<file path="src/rtl/bus_rv32_stall_ctrl_pkg.sv">
// Shared widths, FSM state type and slow-window address decode for the
// bus_rv32 CPU stall controller.
package bus_rv32_stall_ctrl_pkg;
   localparam int unsigned address_width = 32;
   localparam int unsigned data_width    = 32;

   typedef enum logic [1:0] {
      IDLE    = 2'd0,
      ARM     = 2'd1,
      BUSY    = 2'd2,
      RELEASE = 2'd3
   } stall_state_t;

   function automatic logic addr_hit(input logic [31:0] addr,
                                     input logic [31:0] base,
                                     input logic [31:0] mask);
      return ((addr & mask) == base);
   endfunction
endpackage

</file>
<file path="src/rtl/rv32_sat_counter.sv">
// Saturating event counter: increments stop at all-ones, clear zeroes it,
// and an increment coincident with a clear leaves the count at one.
module rv32_sat_counter #(
   parameter int unsigned W = 8
) (
   input  logic         clk_i,
   input  logic         reset_i,
   input  logic         inc_i,
   input  logic         clr_i,
   output logic [W-1:0] cnt_o
);
   logic [W-1:0] cnt_q;
   logic [W-1:0] cnt_d;

   // next count
   always_comb begin
      cnt_d = cnt_q;
      if (inc_i && clr_i) begin
         cnt_d = W'(1);
      end else if (inc_i) begin
         if (&cnt_q) begin
            cnt_d = cnt_q;
         end else begin
            cnt_d = cnt_q + W'(1);
         end
      end else if (clr_i) begin
         cnt_d = '0;
      end else begin
         cnt_d = cnt_q;
      end
   end

   // count register
   always_ff @(posedge clk_i or posedge reset_i) begin
      if (reset_i) begin
         cnt_q <= '0;
      end else begin
         cnt_q <= cnt_d;
      end
   end

   assign cnt_o = cnt_q;
endmodule

</file>
<file path="src/rtl/bus_rv32_stall_ctrl.sv">
// Holds the CPU while a slow peripheral in the stalling window completes an
// access; a watchdog frees the CPU if the peripheral never finishes.
module bus_rv32_stall_ctrl
   import bus_rv32_stall_ctrl_pkg::*;
#(
   parameter int unsigned ADDR_W      = address_width,
   parameter int unsigned DATA_W      = data_width,
   parameter logic [31:0] SLOW_BASE   = 32'h0000_9000,
   parameter logic [31:0] SLOW_MASK   = 32'hFFFF_FF00,
   parameter int unsigned ARM_CYCLES  = 2,
   parameter int unsigned TIMEOUT_CYC = 1024,
   parameter int unsigned TCNT_W      = 8
) (
   input  logic              clk_i,
   input  logic              reset_i,
   input  logic [ADDR_W-1:0] address_i,
   input  logic [DATA_W-1:0] data_i,
   input  logic              we_i,
   input  logic              rd_i,
   input  logic              module_busy_i,
   input  logic              timeout_clr_i,
   output logic              cpu_halt_o,
   output logic              mod_start_o,
   output logic [ADDR_W-1:0] mod_addr_o,
   output logic [DATA_W-1:0] mod_data_o,
   output logic              mod_we_o,
   output logic              timeout_o,
   output logic [TCNT_W-1:0] timeout_cnt_o
);
   localparam int unsigned     TMR_W    = $clog2(TIMEOUT_CYC + 1);
   localparam logic [TMR_W-1:0] ARM_LAST = TMR_W'(ARM_CYCLES - 1);
   localparam logic [TMR_W-1:0] TMO_LAST = TMR_W'(TIMEOUT_CYC - 1);

   stall_state_t      state_q, state_d;
   logic [TMR_W-1:0]  timer_q, timer_d;
   logic              start_q, start_d;
   logic [ADDR_W-1:0] addr_q,  addr_d;
   logic [DATA_W-1:0] data_q,  data_d;
   logic              we_q,    we_d;
   logic              tmo_q,   tmo_d;
   logic              hit_s;
   logic              tmo_evt_s;

   assign hit_s = (we_i | rd_i) & addr_hit(32'(address_i), SLOW_BASE, SLOW_MASK);

   // Halt must land in the hit cycle itself, so it is decoded from state and inputs.
   assign cpu_halt_o = ((state_q == IDLE) && hit_s) || (state_q == ARM) || (state_q == BUSY);

   // next-state, capture and watchdog decisions
   always_comb begin
      state_d   = state_q;
      timer_d   = timer_q;
      start_d   = 1'b0;
      addr_d    = addr_q;
      data_d    = data_q;
      we_d      = we_q;
      tmo_evt_s = 1'b0;
      case (state_q)
         IDLE: begin
            if (hit_s) begin
               state_d = ARM;
               start_d = 1'b1;
               addr_d  = address_i;
               data_d  = data_i;
               we_d    = we_i;
               timer_d = '0;
            end else begin
               state_d = IDLE;
            end
         end
         ARM, BUSY: begin
            timer_d = timer_q + TMR_W'(1);
            if ((state_q == ARM) && module_busy_i) begin
               state_d = BUSY;
            end else if ((state_q == ARM) && (timer_q == ARM_LAST)) begin
               state_d = RELEASE;
            end else if ((state_q == BUSY) && !module_busy_i) begin
               state_d = RELEASE;
            end else if (timer_q == TMO_LAST) begin
               tmo_evt_s = 1'b1;
               state_d   = RELEASE;
            end else begin
               state_d = state_q;
            end
         end
         // The CPU still presents the finished access here, so hits are ignored.
         RELEASE: begin
            state_d = IDLE;
         end
         default: begin
            state_d = IDLE;
         end
      endcase

      if (tmo_evt_s) begin
         tmo_d = 1'b1;
      end else if (timeout_clr_i) begin
         tmo_d = 1'b0;
      end else begin
         tmo_d = tmo_q;
      end
   end

   // state, timer and captured access registers
   always_ff @(posedge clk_i or posedge reset_i) begin
      if (reset_i) begin
         state_q <= IDLE;
         timer_q <= '0;
         start_q <= 1'b0;
         addr_q  <= '0;
         data_q  <= '0;
         we_q    <= 1'b0;
         tmo_q   <= 1'b0;
      end else begin
         state_q <= state_d;
         timer_q <= timer_d;
         start_q <= start_d;
         addr_q  <= addr_d;
         data_q  <= data_d;
         we_q    <= we_d;
         tmo_q   <= tmo_d;
      end
   end

   rv32_sat_counter #(
      .W (TCNT_W)
   ) u_tmo_cnt (
      .clk_i   (clk_i),
      .reset_i (reset_i),
      .inc_i   (tmo_evt_s),
      .clr_i   (timeout_clr_i),
      .cnt_o   (timeout_cnt_o)
   );

   assign mod_start_o = start_q;
   assign mod_addr_o  = addr_q;
   assign mod_data_o  = data_q;
   assign mod_we_o    = we_q;
   assign timeout_o   = tmo_q;
endmodule

</file>
<file path="config.mk">
export PLATFORM = sky130hd
export DESIGN_NAME = bus_rv32_stall_ctrl
export DESIGN_NICKNAME = d
export VERILOG_FILES = /design/src/rtl/bus_rv32_stall_ctrl_pkg.sv /design/src/rtl/rv32_sat_counter.sv /design/src/rtl/bus_rv32_stall_ctrl.sv
export SDC_FILE = /design/constraint.sdc
export NUM_CORES = 1
export LEC_CHECK = 0
export BUFFER_PORTS_ARGS = -buffer_cell sky130_fd_sc_hd__buf_2
export CORE_ASPECT_RATIO = 0.8
export CORE_MARGIN = 10
export CORE_UTILIZATION = 51
export CTS_BUF_LIST = sky130_fd_sc_hd__clkbuf_8
export CTS_CLUSTER_SIZE = 16
export DETAILED_ROUTE_END_ITERATION = 6
export PLACE_DENSITY = 0.83
export SLEW_MARGIN = 20
export SYNTH_ARGS = -nofsm -noshare
export SYNTH_HDL_FRONTEND = slang
export SYNTH_SLANG_ARGS = --single-unit
</file>
<file path="constraint.sdc">
create_clock -name clk_i -period 3 [get_ports clk_i]
set_input_delay 0.45 -clock clk_i [delete_from_list [all_inputs] [get_ports clk_i]]
set_output_delay 0.45 -clock clk_i [all_outputs]
set_load 0.05 [all_outputs]
</file>
Word level (Yosys, flattened, before mapping) --
Index checks and enable logic that the tools add are counted.
Cells by class: multiplexer cells 21, add/subtract/negate cells 2, equal/unequal tests 9, reductions and logical operators 17, bitwise logic cells 2
Operator list (count):
- $mux W8 | 4
- $eq A24 B8 Y1 const B | 1
- $pmux W11 S2 | 1
- $add A11 B1 Y11 const B | 1
- $eq A11 B1 Y1 const B | 1
- $eq A11 B10 Y1 const B | 1
- $mux W11 | 1
- $mux W1 | 10
- $add A8 B1 Y8 const B | 1
- $mux W2 | 4
- $reduce_and A8 Y1 | 1
- $pmux W2 S3 | 1
- $reduce_and A2 Y1 | 3
- $logic_and A1 B1 Y1 | 5
- $ne A5 B5 Y1 const B | 1
- $eq A2 B2 Y1 const B | 2
- $reduce_bool A2 Y1 | 2
- $ne A3 B3 Y1 const B | 1
- $reduce_bool A3 Y1 | 1
- $eq A2 B1 Y1 const B | 1
- $logic_not A2 Y1 | 1
- $logic_or A1 B1 Y1 | 2
- $ne A2 B2 Y1 const B | 1
- $reduce_or A2 Y1 | 1
- 3 further kinds | 3
Word-level totals: register bits 88, logic and storage cells 59, bits of input ports 70

Depth between registers and ports, before layout --
Gate-level depths: netlist of run 1.
depth in word-level cells 9, depth in mapped cells 9

By module --
From an unflattened synthesis of run 1, not the netlist that was laid out.
Unflattened totals: cells, all modules 329, area total of the unflattened synthesis 4013.8 um2
Modules (own cells, without submodules):
- bus_rv32_stall_ctrl | cells an instance 276, instances 1, area each 3512.1 um2, sequential area each 2001.9 um2
- rv32_sat_counter | cells an instance 53, instances 1, area each 501.7 um2, sequential area each 200.2 um2

Least setup slack after synthesis of run 1 --
Ideal clock, no wire load.
kind input -> output, start point input port address_i[15], end point output port cpu_halt_o, required time 2550 ps, slack 678 ps, path buffers 3, data arrival time 1872 ps, stages 7, cell sequence nor4bb_1 and3_1 and3_1 buf_4 buf_6 buf_6 or3_1
Between the ends: word-level cells in the longest chain between the ends 5
RTL lines:
- from (decl) | RTL line bus_rv32_stall_ctrl.sv:16 | input logic [ADDR_W-1:0] address_i,
- $eq A24 B8 Y1 | RTL line bus_rv32_stall_ctrl_pkg.sv:17 | return ((addr & mask) == base);
- $and A1 B1 Y1 | RTL line bus_rv32_stall_ctrl.sv:44 | assign hit_s = (we_i | rd_i) & addr_hit(32'(address_i), SLOW_BASE, SLOW_MASK);
- $logic_and A1 B1 Y1 | RTL line bus_rv32_stall_ctrl.sv:47 | assign cpu_halt_o = ((state_q == IDLE) && hit_s) || (state_q == ARM) || (state_q == BUSY);
- $logic_or A1 B1 Y1 (2 in a row) | RTL line bus_rv32_stall_ctrl.sv:47
- to (decl) | RTL line bus_rv32_stall_ctrl.sv:22 | output logic cpu_halt_o,
No other way between the ends.

Worst setup path after layout of run 1 --
start point register state_q[0], end point output port cpu_halt_o
Between the ends: word-level cells in the longest chain between the ends 4, elaborated cells between the ends (all ways) 6
RTL lines:
- from (decl) | RTL line bus_rv32_stall_ctrl.sv:34 | stall_state_t state_q, state_d;
- from (signal assigned) | RTL line bus_rv32_stall_ctrl.sv:115 | state_q <= state_d;
- $logic_not A2 Y1 | RTL line bus_rv32_stall_ctrl.sv:47
- $logic_and A1 B1 Y1 | RTL line bus_rv32_stall_ctrl.sv:47
- $logic_or A1 B1 Y1 | RTL line bus_rv32_stall_ctrl.sv:47
- $logic_or A1 B1 Y1 * | RTL line bus_rv32_stall_ctrl.sv:47
Mark *: on every way between the ends. The rest lies on a longest branch, timed or not.

==> results.toml, run 1 <==
[yosys]
synth_area_leaders = "dfrtp_1 (57%), mux2_2 (7.9%), mux2_4 (3.9%)"
syn_area_mm2 = 0.00384
ys_seq_area_frac = 0.574
synthMostInstantiatedCell = "dfrtp_1"
ys_types = 46
synth_edf_count = 0
yosys_warnings = 0
syn_nets = 381
syn_inst = 304
synth_area_per_cell_um2 = 12.6
ys_ff_latch = 88
synth.largest_area_cell = "dfrtp_1"
synthArstFlopShare = 1.00
synth_commonest_cells = "dfrtp_1 (88), mux2_2 (27), nor2b_1 (23), nand2_1 (15), nand3_1 (11)"
synth_flop_cell = "dfrtp_1"
synth_top_area_frac = 0.574

[grt]
grt_max_degree = 67
grt_pass1_vias = 2885
track_usage = 0.168
grt_overflow = 0
antenna_found_initial = 0
grt_pass1_wl_mm = 15.2

[drt]
drc_errors = 0
routed_via_density = 5.38
drt_iter0_drc = 308
via_count = 2936
final_antenna_net_count = 0
route.detailed.wl_per_inst_um = 17.7
drt_pre_antenna_iters = 4
routed_wl_mm = 9.69

[sta]
max_freq_mhz = 442
finClkSkew_ns = 0.00890
fin_hold_ws_ns = 0.0819
finalSetupTns_ns = 0
setup_viol = 0
rsz0062_at_grt = "no"
layout_min_cycle_time_ns = 2.26
hold_viol = 0
relSlewSlack = 0.677
fin_crit_sh = 0.755
slew_violations = 0
worst_pin_slew_ns = 0.484

[cts]
h-tree-depth = 3
clock_latency_ns = 0.36
ctsHoldBuffers = 0
post_cts_resized = 0
post_cts_buffers = 0
cts_sinks = 88
clockBufferDepth = 2
ctsRootBufferMaster = "clkbuf_8"
cts_tree = "built"
clk_pin_slew_ns = 0.09
numCtsBuffers = 9

[layout]
design_area_mm2 = 0.00481
areaGrowthSynthToFinish_pct = 25.3
drive_gt1_frac = 0.463
fillerInstances = 555
diodes = 0
fin_cells = 546
fin_nets = 528

[floorplanning]
row_count = 28
dieHeight_um = 97.6
core_mm2 = 0.00736
start_util = 0.522
dieArea_mm2 = 0.0114
pin_count = 146
die_w_um = 117

[critical_path]
critPathRequiredTime_ns = 2.55
crit_path_end_kind = "primary output"
critPathArrivalTime_ns = 1.81
rrSetupSlack_ns = 0.76
r2r.worst_path.cells = 7
path_class = "reg -> out"
r2r_end = "u_tmo_cnt.cnt_o[7]$_DFFE_PP0P_"
worstSetupStartpointType = "flip-flop"
cp_max_fo = 5
timing.rr.start = "state_q[0]$_DFFE_PP0P_"

[power]
total_power_mw = 2.00
p_leak_nw = 2.63
worst_ir_drop_vdd_mv = 0.207
power_density_mw_per_mm2 = 417

[run]
drv_cap = 0

[placement]
portBuffers = 145
dp_hpwl_mm = 7.41
globalplace.congestion = 0.899
place_inst = 530
placed_area_mm2 = 0.00463

[status]
status = "complete, no violations"

[hold_path]
hold_path.class = "in -> async"
per-layer routing:
metal,track usage,up-vias,part of all wire
li1,-,1406,-
met1,0.201,1408,0.41
met2,0.276,116,0.49
met3,0.0685,6,0.097
met4,0.0342,0,0.0063
met5,0,-,0
worst max-delay path, stage by stage (launching register included):
cell     delay (ns)
dfrtp_1        0.38
inv_1          0.09
ha_1           0.24
and3_2         0.21
or3_1          0.32
buf_2          0.22
cell families (layout without fill, tap and decap cells):
family / count (synthesis) / after routing / share of synthesized area
flops: 88 / 88 / 0.574
compound gates: 39 / 39 / 0.0704
mux: 43 / 43 / 0.135
buf+inv: 22 / 174 / 0.0339
fa+ha+maj: 7 / 7 / 0.0228
simple gates: 105 / 105 / 0.164
cell type report:
cell class / count / area (um^2) / area share
clock inverters: 7 / 56.3 / 0.0117
well taps: 90 / 113 / 0.0234
multi-input cells: 194 / 1510 / 0.313
repair buffers: 150 / 776 / 0.161
flip-flops and latches: 88 / 2200 / 0.458
inverters: 8 / 31.3 / 0.00650
clock buffers: 9 / 124 / 0.0258
report_power, final:
group | total, mW | internal (mW) | leakage (nW) | switching (mW)
clock | 0.747 | 0.309 | 0.0891 | 0.438
sequential | 1.18 | 1.18 | 1.21 | 0.00000121
combinational | 0.0720 | 0.0350 | 1.33 | 0.0370
stage by stage:
| stage | utilization | worst slack, ns |
|---|---|---|
| after floorplan | - | 0.271 |
| after global placement | 0.629 | 0.743 |
| after detailed placement | 0.629 | 0.713 |
| after CTS | 0.654 | 0.706 |
| after global routing | 0.654 | 0.588 |
| final | 0.654 | 0.735 |
sequential cells by signal, summed over array words and instances (netlist names):
signal           count
mod_we_o             1
u_tmo_cnt.cnt_o      8
timeout_o            1
mod_addr_o          32
state_q              2
mod_data_o          32
mod_start_o          1
timer_q             11
worst max-delay path by stage:
stage / startpoint / to / slack [ns] / depth (start not counted)
2_1_floorplan: reset_i / mod_addr_o[0]$_DFFE_PP0P_ / 0.27 / 1
3_3_place_gp: address_i[22] / mod_data_o[26]$_DFFE_PP0P_ / 0.74 / 6
3_5_place_dp: address_i[22] / mod_data_o[26]$_DFFE_PP0P_ / 0.71 / 6
4_1_cts: state_q[0]$_DFFE_PP0P_ / cpu_halt_o / 0.71 / 5
5_1_grt: state_q[0]$_DFFE_PP0P_ / u_tmo_cnt.cnt_o[7]$_DFFE_PP0P_ / 0.59 / 7
6_report: state_q[0]$_DFFE_PP0P_ / cpu_halt_o / 0.74 / 5
cells in the final DEF, fill, tap and decap left out, types with 2 or more instances in the layout:
master / count
buf_2: 145
dfrtp_1: 88
mux2_2: 27
nor2b_1: 23
nand2_1: 15
nand3_1: 11
mux2_4: 10
and3_1: 9
o21ai_0: 9
clkbuf_8: 9
inv_1: 8
nor4_1: 7
a21oi_1: 7
ha_1: 7
nor2_1: 6
nand4b_1: 6
nand4_1: 5
nor3_1: 5
a221o_1: 4
mux2_1: 4
buf_4: 4
o211ai_1: 3
a31oi_1: 3
or2_2: 3
and4_1: 3
o41ai_1: 3
or4_1: 2
mux2i_1: 2
a22o_1: 2
nor4_2: 2
o31ai_1: 2
or3_1: 2
clkinvlp_4: 2
clkinv_4: 2
No activity file was read; power rests on OpenSTA's default activity.
==> inputs of run 2 (changes only) <==
--- a/config.mk
+++ b/config.mk
@@ -5,14 +5,15 @@
 export SDC_FILE = /design/constraint.sdc
 export NUM_CORES = 1
 export LEC_CHECK = 0
+export ABC_AREA = 1
 export BUFFER_PORTS_ARGS = -buffer_cell sky130_fd_sc_hd__buf_2
 export CORE_ASPECT_RATIO = 0.8
 export CORE_MARGIN = 10
-export CORE_UTILIZATION = 51
+export CORE_UTILIZATION = 46
 export CTS_BUF_LIST = sky130_fd_sc_hd__clkbuf_8
 export CTS_CLUSTER_SIZE = 16
 export DETAILED_ROUTE_END_ITERATION = 6
-export PLACE_DENSITY = 0.83
+export PLACE_DENSITY = 0.78
 export SLEW_MARGIN = 20
 export SYNTH_ARGS = -nofsm -noshare
 export SYNTH_HDL_FRONTEND = slang
==> constraint.sdc (replaced) <==
create_clock -name clk_i -period 2 [get_ports clk_i]
set_input_delay 0.3 -clock clk_i [delete_from_list [all_inputs] [get_ports clk_i]]
set_output_delay 0.3 -clock clk_i [all_outputs]
set_load 0.05 [all_outputs]
==> run 2 against run 1 <==
Design area rose by 6.4%. Core utilization is 5.0 points lower. Count of clock-buffer cells in the layout up 1. Wire length grew 4.9%. Critical path type unchanged. Largest cell class unchanged. Largest power group unchanged. Highest routed layer unchanged.
==> results.toml, run 2 <==
[power]
p_clk_frac = 0.374
worst_ir_drop_vdd_mv = 0.426
power_density_mw_per_mm2 = 725
power.switching_uw = 967
switching_share = 0.260
combPwrFrac = 0.130
p_int_mw = 2.75
p_leak_nw = 3.03
p_seq_frac = 0.496

[cts]
numCtsBuffers = 9
cts_sinks = 88
clockBufferDepth = 2
h-tree-depth = 3
ctsRootBufferMaster = "clkbuf_8"
clock_latency_ns = 0.35
cts_tree = "built"
clk_pin_slew_ns = 0.09
post_cts_resized = 0

[yosys]
synth_flop_cell = "dfrtp_1"
synth_top_area_frac = 0.551
ys_ff_latch = 88
ys_seq_area_frac = 0.551
yosys_warnings = 0
synth_commonest_cells = "nand2_1 (196), dfrtp_1 (88), nor2_1 (59), inv_1 (48), nand3_1 (36)"
synth_area_leaders = "dfrtp_1 (55%), nand2_1 (18%), nor2_1 (5.5%)"
synth.largest_area_cell = "dfrtp_1"
synthArstFlopShare = 1.00
syn_nets = 570
synth_area_per_cell_um2 = 8.11
synthMostInstantiatedCell = "nand2_1"
syn_area_mm2 = 0.00400
ys_types = 28
syn_inst = 493
synth_edf_count = 0

[drt]
routed_via_density = 4.64
drt_pre_antenna_iters = 4
drt_iter0_drc = 298
final_antenna_net_count = 0
route.detailed.wl_per_inst_um = 13.4
routed_wl_mm = 10.2
drc_errors = 0
via_count = 3529

[critical_path]
cp_max_fo = 4
critPathRequiredTime_ns = 1.70
worstPathCellList = "inv_1, ha_1, nand3_2, nand2_1, buf_2"
crit_path_end_kind = "primary output"
rrSetupSlack_ns = 0.16
worstSetupStartpointType = "flip-flop"
cp_num_buf_inv = 2
critPathArrivalTime_ns = 1.58
crit_family = "flip-flops"
path_class = "reg -> out"
max_stage_delay_ns = 0.40
crit_path_top_delay_cell = "dfrtp_1"

[sta]
max_freq_mhz = 532
hold_viol = 0
relSlewSlack = 0.694
worst_pin_slew_ns = 0.458
fin_crit_sh = 0.939
rsz0062_at_grt = "no"
slew_violations = 0
finClkSkew_ns = 0.0146
setup_viol = 0
finalSetupTns_ns = 0
layout_min_cycle_time_ns = 1.88

[placement]
dp_hpwl_mm = 7.82
placed_area_mm2 = 0.00488
portBuffers = 145
globalplace.congestion = 0.883

[floorplanning]
dieArea_mm2 = 0.0128
core_mm2 = 0.00848
start_util = 0.471
pin_count = 146
row_count = 30
die_w_um = 124
dieHeight_um = 103

[grt]
grt_overflow = 0
grt_pass1_vias = 3613
grt_max_degree = 47
grt_pass1_wl_mm = 16.4
track_usage = 0.151
antenna_found_initial = 0

[layout]
layout_common_cells = "nand2_1 (196), buf_2 (145), dfrtp_1 (88)"
areaGrowthSynthToFinish_pct = 28.1
final_common_cell = "nand2_1"
design_area_mm2 = 0.00512
diodes = 0
drive_gt1_frac = 0.287
fin_nets = 720

[hold_path]
hold_path.class = "in -> reg"

[status]
status = "complete, no violations"

[run]
drv_cap = 0
## run 2: cell count changes after synthesis, moves of 8 or more
cell     previous run  this run
and3_1             10         0
nor2_1              6        59
o21ai_0             9         1
nand3_1            11        36
mux2_4             10         0
inv_1               8        48
nand2_1            15       196
mux2_2             27         0
nor2b_1            23         0
## run 2: path summary, 6_finish.rpt
check | start | endpoint | depth (start not counted)
max in group asynchronous | reset_i | mod_data_o[29]$_DFFE_PP0P_ | 4
min | data_i[11] | mod_data_o[11]$_DFFE_PP0P_ | 3
max reg2reg | state_q[0]$_DFFE_PP0P_ | timer_q[1]$_DFFE_PP0P_ | 7
min reg2reg | mod_addr_o[15]$_DFFE_PP0P_ | mod_addr_o[15]$_DFFE_PP0P_ | 1
min in group asynchronous | reset_i | mod_addr_o[8]$_DFFE_PP0P_ | 3
max | state_q[0]$_DFFE_PP0P_ | cpu_halt_o | 5
## run 2: per-layer routing
layer / wire length (um) / global-route usage
met5: 0 / 0
met1: 4360 / 0.182
met4: 59 / 0.0295
met2: 4710 / 0.251
met3: 1030 / 0.0647
## run 2: repair_timing
item / CTS / global route
hold buffers: 1 / 0
hold endpoints to repair: 16 / 0
buffers inserted: 0 / 0
## run 2: layout make-up
class	instances	area [um^2]
Fill cell	734	3360
Inverter	50	191
Multi-Input combinational cell	339	1510
Clock inverter	6	95.1
Clock buffer	10	138
Tap cell	112	140
Timing Repair Buffer	155	841
Sequential cell	88	2200
## run 2: cells by family (layout without fill, tap and decap cells)
logic type	count (synthesis)	count (layout)	synth area share
flops	88	88	0.551
simple gates	322	322	0.338
xor+xnor	6	6	0.0131
buf+inv	66	221	0.0708
compound gates	4	4	0.00564
fa+ha+maj	7	7	0.0219
## run 2: power groups by stage
stage,sequential (mW),clock [mW],combinational (mW)
floorplan,1.88,0,0.284
global placement,1.87,0,0.474
detailed placement,1.88,0,0.479
CTS,1.84,1.43,0.482
global route,1.85,1.51,0.540
finish,1.84,1.39,0.482
## run 2: worst reg2reg max path: stages (launching register included)
cell	delay [ns]
dfrtp_1	0.38
inv_1	0.09
ha_1	0.33
inv_1	0.07
or2_2	0.39
nand2_1	0.34
nand2_1	0.11
nand2_1	0.08
## run 2: per-stage QoR
stage               setup WS [ns]  utilization  total power [mW]  std cells  hold slack, ns
floorplan                   0.280            -              2.16        493           0.410
global placement            0.245        0.575              2.35        743           0.338
detailed placement          0.196        0.575              2.36        743           0.342
CTS                        0.0970        0.603              3.76        760           0.121
global route               0.0124        0.603              3.90        760           0.127
finish                      0.121        0.603              3.71        760           0.139
==> inputs of run 3 (changes only) <==
--- a/config.mk
+++ b/config.mk
@@ -5,15 +5,15 @@
 export SDC_FILE = /design/constraint.sdc
 export NUM_CORES = 1
 export LEC_CHECK = 0
-export ABC_AREA = 1
+export ABC_AREA = 0
 export BUFFER_PORTS_ARGS = -buffer_cell sky130_fd_sc_hd__buf_2
 export CORE_ASPECT_RATIO = 0.8
-export CORE_MARGIN = 10
+export CORE_MARGIN = 3
 export CORE_UTILIZATION = 46
 export CTS_BUF_LIST = sky130_fd_sc_hd__clkbuf_8
 export CTS_CLUSTER_SIZE = 16
 export DETAILED_ROUTE_END_ITERATION = 6
-export PLACE_DENSITY = 0.78
+export PLACE_DENSITY = 0.79
 export SLEW_MARGIN = 20
 export SYNTH_ARGS = -nofsm -noshare
 export SYNTH_HDL_FRONTEND = slang
==> run 3 against run 2 <==
Critical path depth is the same. Non-clock buffer count increased by 14. Sequential share of layout area up 0.31 points. Critical endpoint unchanged.
==> results.toml, run 3 (synthesis gave the netlist of run 1 again) <==
[drt]
drt_pre_antenna_iters = 4
routed_wl_mm = 9.07
drt_iter0_drc = 170
final_antenna_net_count = 0
routed_via_density = 5.21
drc_errors = 0
via_count = 3037
route.detailed.wl_per_inst_um = 15.6

[run]
drv_cap = 0

[critical_path]
max_stage_delay_ns = 0.39
worstSetupStartpointType = "flip-flop"
critPathArrivalTime_ns = 1.67
crit_path_top_delay_cell = "or3_4"
critPathRequiredTime_ns = 1.70
crit_path_end_kind = "primary output"
cp_max_fo = 4
r2r.worst_path.cells = 7
worstPathCellList = "inv_2, ha_2, buf_4, or3_4, buf_8"
path_class = "reg -> out"

[cts]
clockBufferDepth = 2
clock_latency_ns = 0.36
ctsHoldBuffers = 0
numCtsBuffers = 9
cts_sinks = 88
h-tree-depth = 3
ctsRootBufferMaster = "clkbuf_8"
clk_pin_slew_ns = 0.09
cts_tree = "built"

[sta]
slew_violations = 0
hold_viol = 0
max_freq_mhz = 507
relSlewSlack = 0.593
rsz0062_at_grt = "yes"
layout_min_cycle_time_ns = 1.97
setup_viol = 0
finalSetupTns_ns = 0
fin_crit_sh = 0.986
finClkSkew_ns = 0.0122
worst_pin_slew_ns = 0.609

[power]
switching_share = 0.237
total_power_mw = 3.01
p_clk_frac = 0.371
worst_ir_drop_vdd_mv = 0.315
p_seq_frac = 0.590
p_int_mw = 2.30
combPwrFrac = 0.039
power.switching_uw = 713
p_leak_nw = 2.73
power_density_mw_per_mm2 = 593

[layout]
final_common_cell = "buf_2"
fillerInstances = 634
multi_input_area_mm2 = 0.00157
layout_common_cells = "buf_2 (144), dfrtp_1 (88), mux2_2 (27)"
drive_gt1_frac = 0.503
fin_nets = 547
areaGrowthSynthToFinish_pct = 32.4
final_core_util = 0.634
diodes = 0
fin_cells = 583
regArea_mm2 = 0.00220

[grt]
antenna_found_initial = 0
grt_overflow = 0
grt_max_degree = 34
grt_pass1_wl_mm = 13.8
grt_pass1_vias = 2873
track_usage = 0.184

[floorplanning]
core_mm2 = 0.00802
dieArea_mm2 = 0.00948
start_util = 0.479
row_count = 29
dieHeight_um = 87.7
pin_count = 146
die_w_um = 108

[status]
status = "complete, no violations"

[hold_path]
hold_path.class = "in -> async"

[placement]
place_inst = 556
portBuffers = 145
dp_hpwl_mm = 6.62
globalplace.congestion = 0.842
==> run 3: cell types whose count changed in the layout (fill, tap and decap cells not counted), sizes merged, moves of 15 or more <==
| cell | previous run | this run |
|---|---|---|
| nor2 | 63 | 6 |
| inv | 52 | 10 |
| mux2 | 0 | 41 |
| buf | 154 | 169 |
| nand3 | 37 | 11 |
| nor2b | 0 | 23 |
| nand2 | 198 | 15 |
==> run 3: final cells by class <==
type	count	share of cell area
tap	108	0.0266
clock buffer	9	0.0244
clock inverter	7	0.0111
multi-input combinational	194	0.308
sequential	88	0.433
inverter	8	0.00665
timing repair buffer	169	0.190
==> run 3: worst paths after layout <==
| path | endpoint | slack, ns | start |
|---|---|---|---|
| setup / recovery | cpu_halt_o | 0.03 | state_q[1]$_DFFE_PP0P_ |
| hold / removal | u_tmo_cnt.cnt_o[3]$_DFFE_PP0P_ | 0.008 | reset_i |
| setup reg to reg | u_tmo_cnt.cnt_o[7]$_DFFE_PP0P_ | 0.10 | timer_q[0]$_DFFE_PP0P_ |
| hold reg to reg | mod_addr_o[15]$_DFFE_PP0P_ | 0.47 | mod_addr_o[15]$_DFFE_PP0P_ |
| max in group asynchronous | timer_q[1]$_DFFE_PP0P_ | 1.44 | reset_i |
| min in group clk_i | mod_data_o[3]$_DFFE_PP0P_ | 0.15 | data_i[3] |
==> run 3: worst max-delay path, delay by kind of cell (launching register included) <==
family	cells	cell delay, ns
fa+ha+maj	1	0.19
buf+inv	3	0.38
flops	1	0.37
simple gates	1	0.39
==> run 3: layer usage <==
metal  share of wire  wire, um  up-vias  GRT usage
li1                -         -     1451          -
met5               0         0        -          0
met4          0.0094        85        0     0.0539
met3           0.076       686        9     0.0427
met1            0.45      4050     1457      0.256
met2            0.47      4260      120      0.293
==> run 3: metrics by stage <==
step,setup slack [ns],cell area (um^2),hold WS [ns]
after CTS,-0.0272,4960,0.0253
after floorplan,0.0877,3850,0.435
after global routing,-0.0142,5080,0.0245
after global placement,0.0204,4760,0.401
after detailed placement,-0.0484,4760,0.410
final,0.0273,5080,0.00822
==> run 3: power by group through the flow <==
stage	combinational [mW]	sequential [mW]	clock [mW]
after floorplan	0.0328	1.81	0
after global placement	0.118	1.81	0
after detailed placement	0.121	1.81	0
after CTS	0.121	1.78	1.14
after global routing	0.132	1.78	1.22
final	0.118	1.78	1.12
==> run 3: timing repair <==
action	4_1_cts	5_1_grt
resized for setup	6	8
pin swaps	0	6
setup buffers	0	11
setup endpoints to repair	5	10
